$ cat config.mk
export PLATFORM = sky130hd
export DESIGN_NAME = param_cam_flat
export DESIGN_NICKNAME = d
export VERILOG_FILES = /design/src/rtl/param_cam_pkg.sv /design/src/rtl/param_cam_if.sv /design/src/rtl/param_cam_prio_enc.sv /design/src/rtl/param_cam.sv /design/src/flat_wrapper.sv
export SDC_FILE = /design/constraint.sdc
export NUM_CORES = 1
export LEC_CHECK = 0
export ABC_CLOCK_PERIOD_IN_PS = 3750
export BUFFER_PORTS_ARGS = -buffer_cell sky130_fd_sc_hd__buf_2
export CORE_MARGIN = 2
export CORE_UTILIZATION = 55
export CTS_BUF_LIST = sky130_fd_sc_hd__clkbuf_16
export DETAILED_ROUTE_END_ITERATION = 12
export PLACE_DENSITY_LB_ADDON = 0.12
export SYNTH_ARGS = -nofsm -noshare
export SYNTH_HDL_FRONTEND = slang
export SYNTH_SLANG_ARGS = --single-unit
$ cat constraint.sdc
create_clock -name clk -period 3.75 [get_ports clk]
set_clock_uncertainty 0.15 [all_clocks]
set_input_delay 0.1875 -clock clk [delete_from_list [all_inputs] [get_ports clk]]
set_output_delay 0.1875 -clock clk [all_outputs]
set_load 0.05 [all_outputs]
$ cat src/rtl/param_cam_pkg.sv
// Shared constants and helpers for the parametrised CAM: default geometry,
// address-width derivation and the popcount behind hit_cnt.
package param_cam_pkg;

   localparam int CAM_DEPTH_DEF = 16;
   localparam int CAM_WIDTH_DEF = 8;
   localparam int CAM_DEPTH_MAX = 256;

   function automatic int cam_aw(input int depth);
      int aw;
      aw = 0;
      while ((1 << aw) < depth) aw++;
      return aw;
   endfunction

   // Sized for the largest supported DEPTH; callers zero-extend their match vector.
   function automatic logic [8:0] cam_popcount(input logic [CAM_DEPTH_MAX-1:0] vec);
      logic [8:0] cnt;
      cnt = '0;
      for (int i = 0; i < CAM_DEPTH_MAX; i++) cnt = cnt + 9'(vec[i]);
      return cnt;
   endfunction

endpackage

$ cat src/rtl/param_cam_if.sv
// Request/response bundle between a lookup source and param_cam.
interface param_cam_if
   import param_cam_pkg::*;
#(
   parameter int DEPTH = CAM_DEPTH_DEF,
   parameter int WIDTH = CAM_WIDTH_DEF
);
   localparam int AW = cam_aw(DEPTH);

   logic             wen;
   logic             inv;
   logic             ren;
   logic [WIDTH-1:0] din;
   logic [WIDTH-1:0] mask;
   logic [AW-1:0]    addr;
   logic [AW-1:0]    dout;
   logic             hit;
   logic [AW:0]      hit_cnt;

   modport master (
      output wen, inv, ren, din, mask, addr,
      input  dout, hit, hit_cnt
   );

   modport slave (
      input  wen, inv, ren, din, mask, addr,
      output dout, hit, hit_cnt
   );
endinterface

$ cat src/rtl/param_cam_prio_enc.sv
// Combinational reduction of the CAM match vector: highest set index,
// any-set flag and number of set bits.
module cam_prio_enc
   import param_cam_pkg::*;
#(
   parameter int DEPTH = CAM_DEPTH_DEF,
   localparam int AW = cam_aw(DEPTH)
) (
   input  logic [DEPTH-1:0] match,
   output logic [AW-1:0]    idx,
   output logic             any,
   output logic [AW:0]      cnt
);

   // Ascending scan: the last assignment is the highest matching index.
   always_comb begin
      idx = '0;
      for (int i = 0; i < DEPTH; i++) begin
         if (match[i]) idx = AW'(i);
      end
   end

   assign any = |match;
   assign cnt = (AW+1)'(cam_popcount(CAM_DEPTH_MAX'(match)));

endmodule

$ cat src/rtl/param_cam.sv
// Parametrised CAM with per-entry valid bits, registered search results.
// Define PARAM_CAM_MASK_EN to make the mask input a per-bit ternary care-mask.
module param_cam
   import param_cam_pkg::*;
#(
   parameter int DEPTH = CAM_DEPTH_DEF,
   parameter int WIDTH = CAM_WIDTH_DEF,
   localparam int AW = cam_aw(DEPTH)
) (
   input  logic        clk,
   input  logic        rst_n,
   param_cam_if.slave  bus
);

   logic [WIDTH-1:0] mem [DEPTH];
   logic [DEPTH-1:0] valid;
   logic [DEPTH-1:0] match;
   logic [WIDTH-1:0] eff_mask;
   logic [AW-1:0]    enc_idx;
   logic             enc_any;
   logic [AW:0]      enc_cnt;

`ifdef PARAM_CAM_MASK_EN
   assign eff_mask = bus.mask;
`else
   assign eff_mask = '1;
`endif

   // Data array carries no reset; valid bits alone decide what is visible.
   always_ff @(posedge clk) begin
      if (bus.wen) mem[bus.addr] <= bus.din;
   end

   always_ff @(posedge clk or negedge rst_n) begin
      if (!rst_n) begin
         valid <= '0;
      end else if (bus.wen) begin
         valid[bus.addr] <= 1'b1;
      end else if (bus.inv) begin
         valid[bus.addr] <= 1'b0;
      end
   end

   always_comb begin
      match = '0;
      for (int i = 0; i < DEPTH; i++) begin
         match[i] = valid[i] && (((mem[i] ^ bus.din) & eff_mask) == '0);
      end
   end

   cam_prio_enc #(.DEPTH(DEPTH)) u_enc (
      .match (match),
      .idx   (enc_idx),
      .any   (enc_any),
      .cnt   (enc_cnt)
   );

   always_ff @(posedge clk or negedge rst_n) begin
      if (!rst_n) begin
         bus.dout    <= '0;
         bus.hit     <= 1'b0;
         bus.hit_cnt <= '0;
      end else if (bus.ren) begin
         bus.dout    <= enc_idx;
         bus.hit     <= enc_any;
         bus.hit_cnt <= enc_cnt;
      end else begin
         bus.dout    <= '0;
         bus.hit     <= 1'b0;
         bus.hit_cnt <= '0;
      end
   end

endmodule

$ cat src/flat_wrapper.sv
// flat-port wrapper written by rule: the top's interface ports become plain ports
module param_cam_flat import param_cam_pkg::*;
#(
   parameter int DEPTH = CAM_DEPTH_DEF,
   parameter int WIDTH = CAM_WIDTH_DEF,
   localparam int AW = cam_aw(DEPTH)
)
  (clk, rst_n, bus_wen, bus_inv, bus_ren, bus_din, bus_mask, bus_addr, bus_dout, bus_hit, bus_hit_cnt);
  param_cam_if #(.DEPTH(DEPTH), .WIDTH(WIDTH)) bus_i ();
  input  logic clk;
  input  logic rst_n;
  input wire logic [$bits(bus_i.wen)-1:0] bus_wen;
  input wire logic [$bits(bus_i.inv)-1:0] bus_inv;
  input wire logic [$bits(bus_i.ren)-1:0] bus_ren;
  input wire logic [$bits(bus_i.din)-1:0] bus_din;
  input wire logic [$bits(bus_i.mask)-1:0] bus_mask;
  input wire logic [$bits(bus_i.addr)-1:0] bus_addr;
  output wire logic [$bits(bus_i.dout)-1:0] bus_dout;
  output wire logic [$bits(bus_i.hit)-1:0] bus_hit;
  output wire logic [$bits(bus_i.hit_cnt)-1:0] bus_hit_cnt;
  assign bus_i.wen = bus_wen;
  assign bus_i.inv = bus_inv;
  assign bus_i.ren = bus_ren;
  assign bus_i.din = bus_din;
  assign bus_i.mask = bus_mask;
  assign bus_i.addr = bus_addr;
  assign bus_dout = bus_i.dout;
  assign bus_hit = bus_i.hit;
  assign bus_hit_cnt = bus_i.hit_cnt;
  param_cam #(.DEPTH(DEPTH), .WIDTH(WIDTH)) u_core (.clk(clk), .rst_n(rst_n), .bus(bus_i));
endmodule
==> metrics <==
port bufs=26; first-pass GRT wire length=about 25,000 µm; Tot Pwr=4.044 mW; crit path cell chain=xnor2_2, nand4_1, nor3_2, buf_4, fa_1, inv_2, fa_1, fa_2, fa_1, inv_2, ha_4, fa_2, xor2_1, and2_1; Leakage Power=around 3.3 nW; Critical Path End=u_core.bus.hit_cnt[2]; mapped cell area=between 7000 and 8000 µm²; vias=4,492; clk sinks=154; Synth Register Bits=between 150 and 200; DRC=0; R2R setup slack=-340 ps; crit path from=u_core.mem[15][2]; CTS max path bufs=2; most common cell after layout, fill and taps aside=edfxtp_1; reg2reg path depth=14; antenna cells=0; Post-synth EDFFs=128; Synth cell types=42; CP peak stage delay=500 ps; endpoints failing setup=4; PD cells=449.1 nW/µm²; sequential share of the synthesized area=61.24%; Max-slew headroom=between 15 and 20%; critical path depth in cells=14; layout cell share with drive strength beyond 1=27.94%; CTS tree=yes; Hold Fails Final Rpt=0; post-DR vias/cell=between 5 and 6; GRT Overall Usage=23.57%; hpwl dp=roughly 11,000 µm; nets@finish=approximately 680; largest net degree at the start of global routing=27; Die Y=roughly 120 µm; I/O pin total=35; clock latency on the worst-skew pair=around 420 ps; Total Wirelength=around 16,000 µm; most used cell, CP=fa_1; Critical Path AT=4250 ps; Setup CP Type=flip-flop to flip-flop; Post-Syn Area per Cell=around 14 µm²; most frequent cells in the layout=edfxtp_1 (128), xnor2_1 (95), buf_4 (75); Core ar.=13,140 µm²; Num CTS Buffers=17; MaxCap Viol Count=0; 1st-pass router iterations=5; total congestion overflow=0; Initial Util=55.86%; status=finished with violations; vias in the first global route=~4,600; Setup crit end kind=flip-flop; H-tree depth=4; Syn Nets=roughly 570; yosys warns=0; Area Growth Syn to Fin=22.69%; wire per inst=18.68 µm; RSZ-0062 raised after global routing=true; Setup WS post-layout=-335.4 ps; fmax=between 200 and 250 MHz; Crit Path Max Fanout=2; die outline width=119.5 µm; CTS clk-pin slew, worst paths=60 ps; Max Transition Viols Final=0; Initial DRC Count=~320; RR Endpoint=u_core.bus.hit_cnt[2]; Worst Tran Pin Value=between 1000 and 1500 ps; CP delay by family, top=adder cells; Async SR Flop Fraction=between 15 and 20%; Worst Hold Class=input port to flip-flop; CTS Root Buffer Type=clkbuf_16; crit path launch type=flip-flop; # placed instances=slightly below 800; initial antenna violation count=0; failing checks=setup timing; Period minus WS final=between 4000 and 5000 ps; die area=around 14,000 µm²; period utilization=108.9%; cell count after synthesis=between 500 and 600; WHS=~19 ps; GPL Wtd Cong=0.9058; Peak VDD IR=between 0.3 and 0.4 mV; Main synth FF type=edfxtp_1; Routed Antenna Nets=0; floorplan row count=42; Place WS=-667.0 ps; worst r2r src=u_core.mem[15][2]; CP bufs+invs=3; Slowest-stage cell, CP=fa_1; Post-Layout Cell Count=around 830; worst endpoint required time=3910 ps; total negative setup slack=-1080 ps
cell usage after synthesis (2+ instances only):
| master | n | share of area, % |
|---|---|---|
| nand2_1 | 27 | 1.4 |
| a21o_1 | 3 | 0.31 |
| nand4_1 | 24 | 2.0 |
| and2_1 | 5 | 0.43 |
| xor2_1 | 11 | 1.3 |
| or3_1 | 7 | 0.60 |
| xnor2_1 | 112 | 13 |
| o21ai_0 | 28 | 1.9 |
| a21oi_1 | 4 | 0.27 |
| nor3_1 | 21 | 1.4 |
| nand3_1 | 23 | 1.6 |
| xnor2_2 | 6 | 1.3 |
| inv_1 | 15 | 0.77 |
| dfrtp_1 | 26 | 8.9 |
| edfxtp_1 | 128 | 52 |
| nand2b_1 | 9 | 0.77 |
| fa_1 | 10 | 2.7 |
| nand3b_1 | 4 | 0.41 |
| a21boi_1 | 2 | 0.20 |
| buf_6 | 10 | 1.5 |
| buf_12 | 6 | 1.6 |
| clkbuf_1 | 3 | 0.15 |
| nor4_1 | 3 | 0.26 |
| ha_1 | 6 | 1.0 |
| nor2_1 | 18 | 0.92 |
metal layers:
| layer | vias up | wire (µm) | global-route usage [%] |
|---|---|---|---|
| met1 | 2226 | 7041 | 32.00 |
| li1 | 2113 | - | - |
| met5 | - | 0 | 0 |
| met2 | 125 | 7482 | 37.93 |
| met4 | 0 | 325 | 8.971 |
| met3 | 28 | 676 | 4.658 |
worst register-to-register path: stages, from the launching register on:
cell	delay (ps)
edfxtp_1	410
xnor2_2	150
nand4_1	140
nor3_2	200
buf_4	170
fa_1	430
inv_2	70
fa_1	450
fa_2	470
fa_1	500
inv_2	50
ha_4	160
fa_2	360
xor2_1	140
and2_1	150
per-stage QoR:
stage                     util [%]  cell area (µm²)
after floorplan                  -             7462
after global placement       62.54             8217
after detailed placement     62.54             8217
after CTS                    67.84             8912
after global routing         68.53             9004
final                        68.53             9004
timing repair:
item                       in CTS  in global routing
setup endpoints to repair       5                  5
gates resized for setup         7                 12
hold endpoints to repair       41                  0
pin swaps                       7                  9
hold buffers                    6                  0
buffers inserted                1                  3
cell type report:
type,count,area [µm²]
Clock inverter,15,157.7
Clock buffer,17,425.4
Tap cell,176,220.2
Fill cell,944,4134
Multi-Input combinational cell,340,2756
Timing Repair Buffer,114,893.4
Sequential cell,154,4494
Inverter,15,56.30
where the power goes:
part,internal [mW],leakage (nW),switching (mW)
combinational,0.180,1.52,0.211
sequential,1.93,1.49,0.0396
clock,1.03,0.287,0.655
how the worst min path moves through the flow:
stage,start,to,cells past startpoint
after global placement,rst_n,u_core.bus.hit,1
after CTS,bus_din[3],u_core.mem[5][3],2
after global routing,bus_din[3],u_core.mem[5][3],2
after floorplan,rst_n,asynchronous set/reset pin,0
final,bus_din[5],u_core.mem[1][5],2
after detailed placement,rst_n,u_core.bus.hit,1
logic make-up (layout without fill, tap and decap cells):
group	Yosys count	after routing	synth area share [%]
simple gates	149	149	10.84
fa+ha+maj	16	16	3.751
buf+inv	34	161	4.092
compound gates	45	45	3.683
flops	154	154	61.24
xor+xnor	130	130	16.39
No activity file was read; power rests on OpenSTA's default activity.
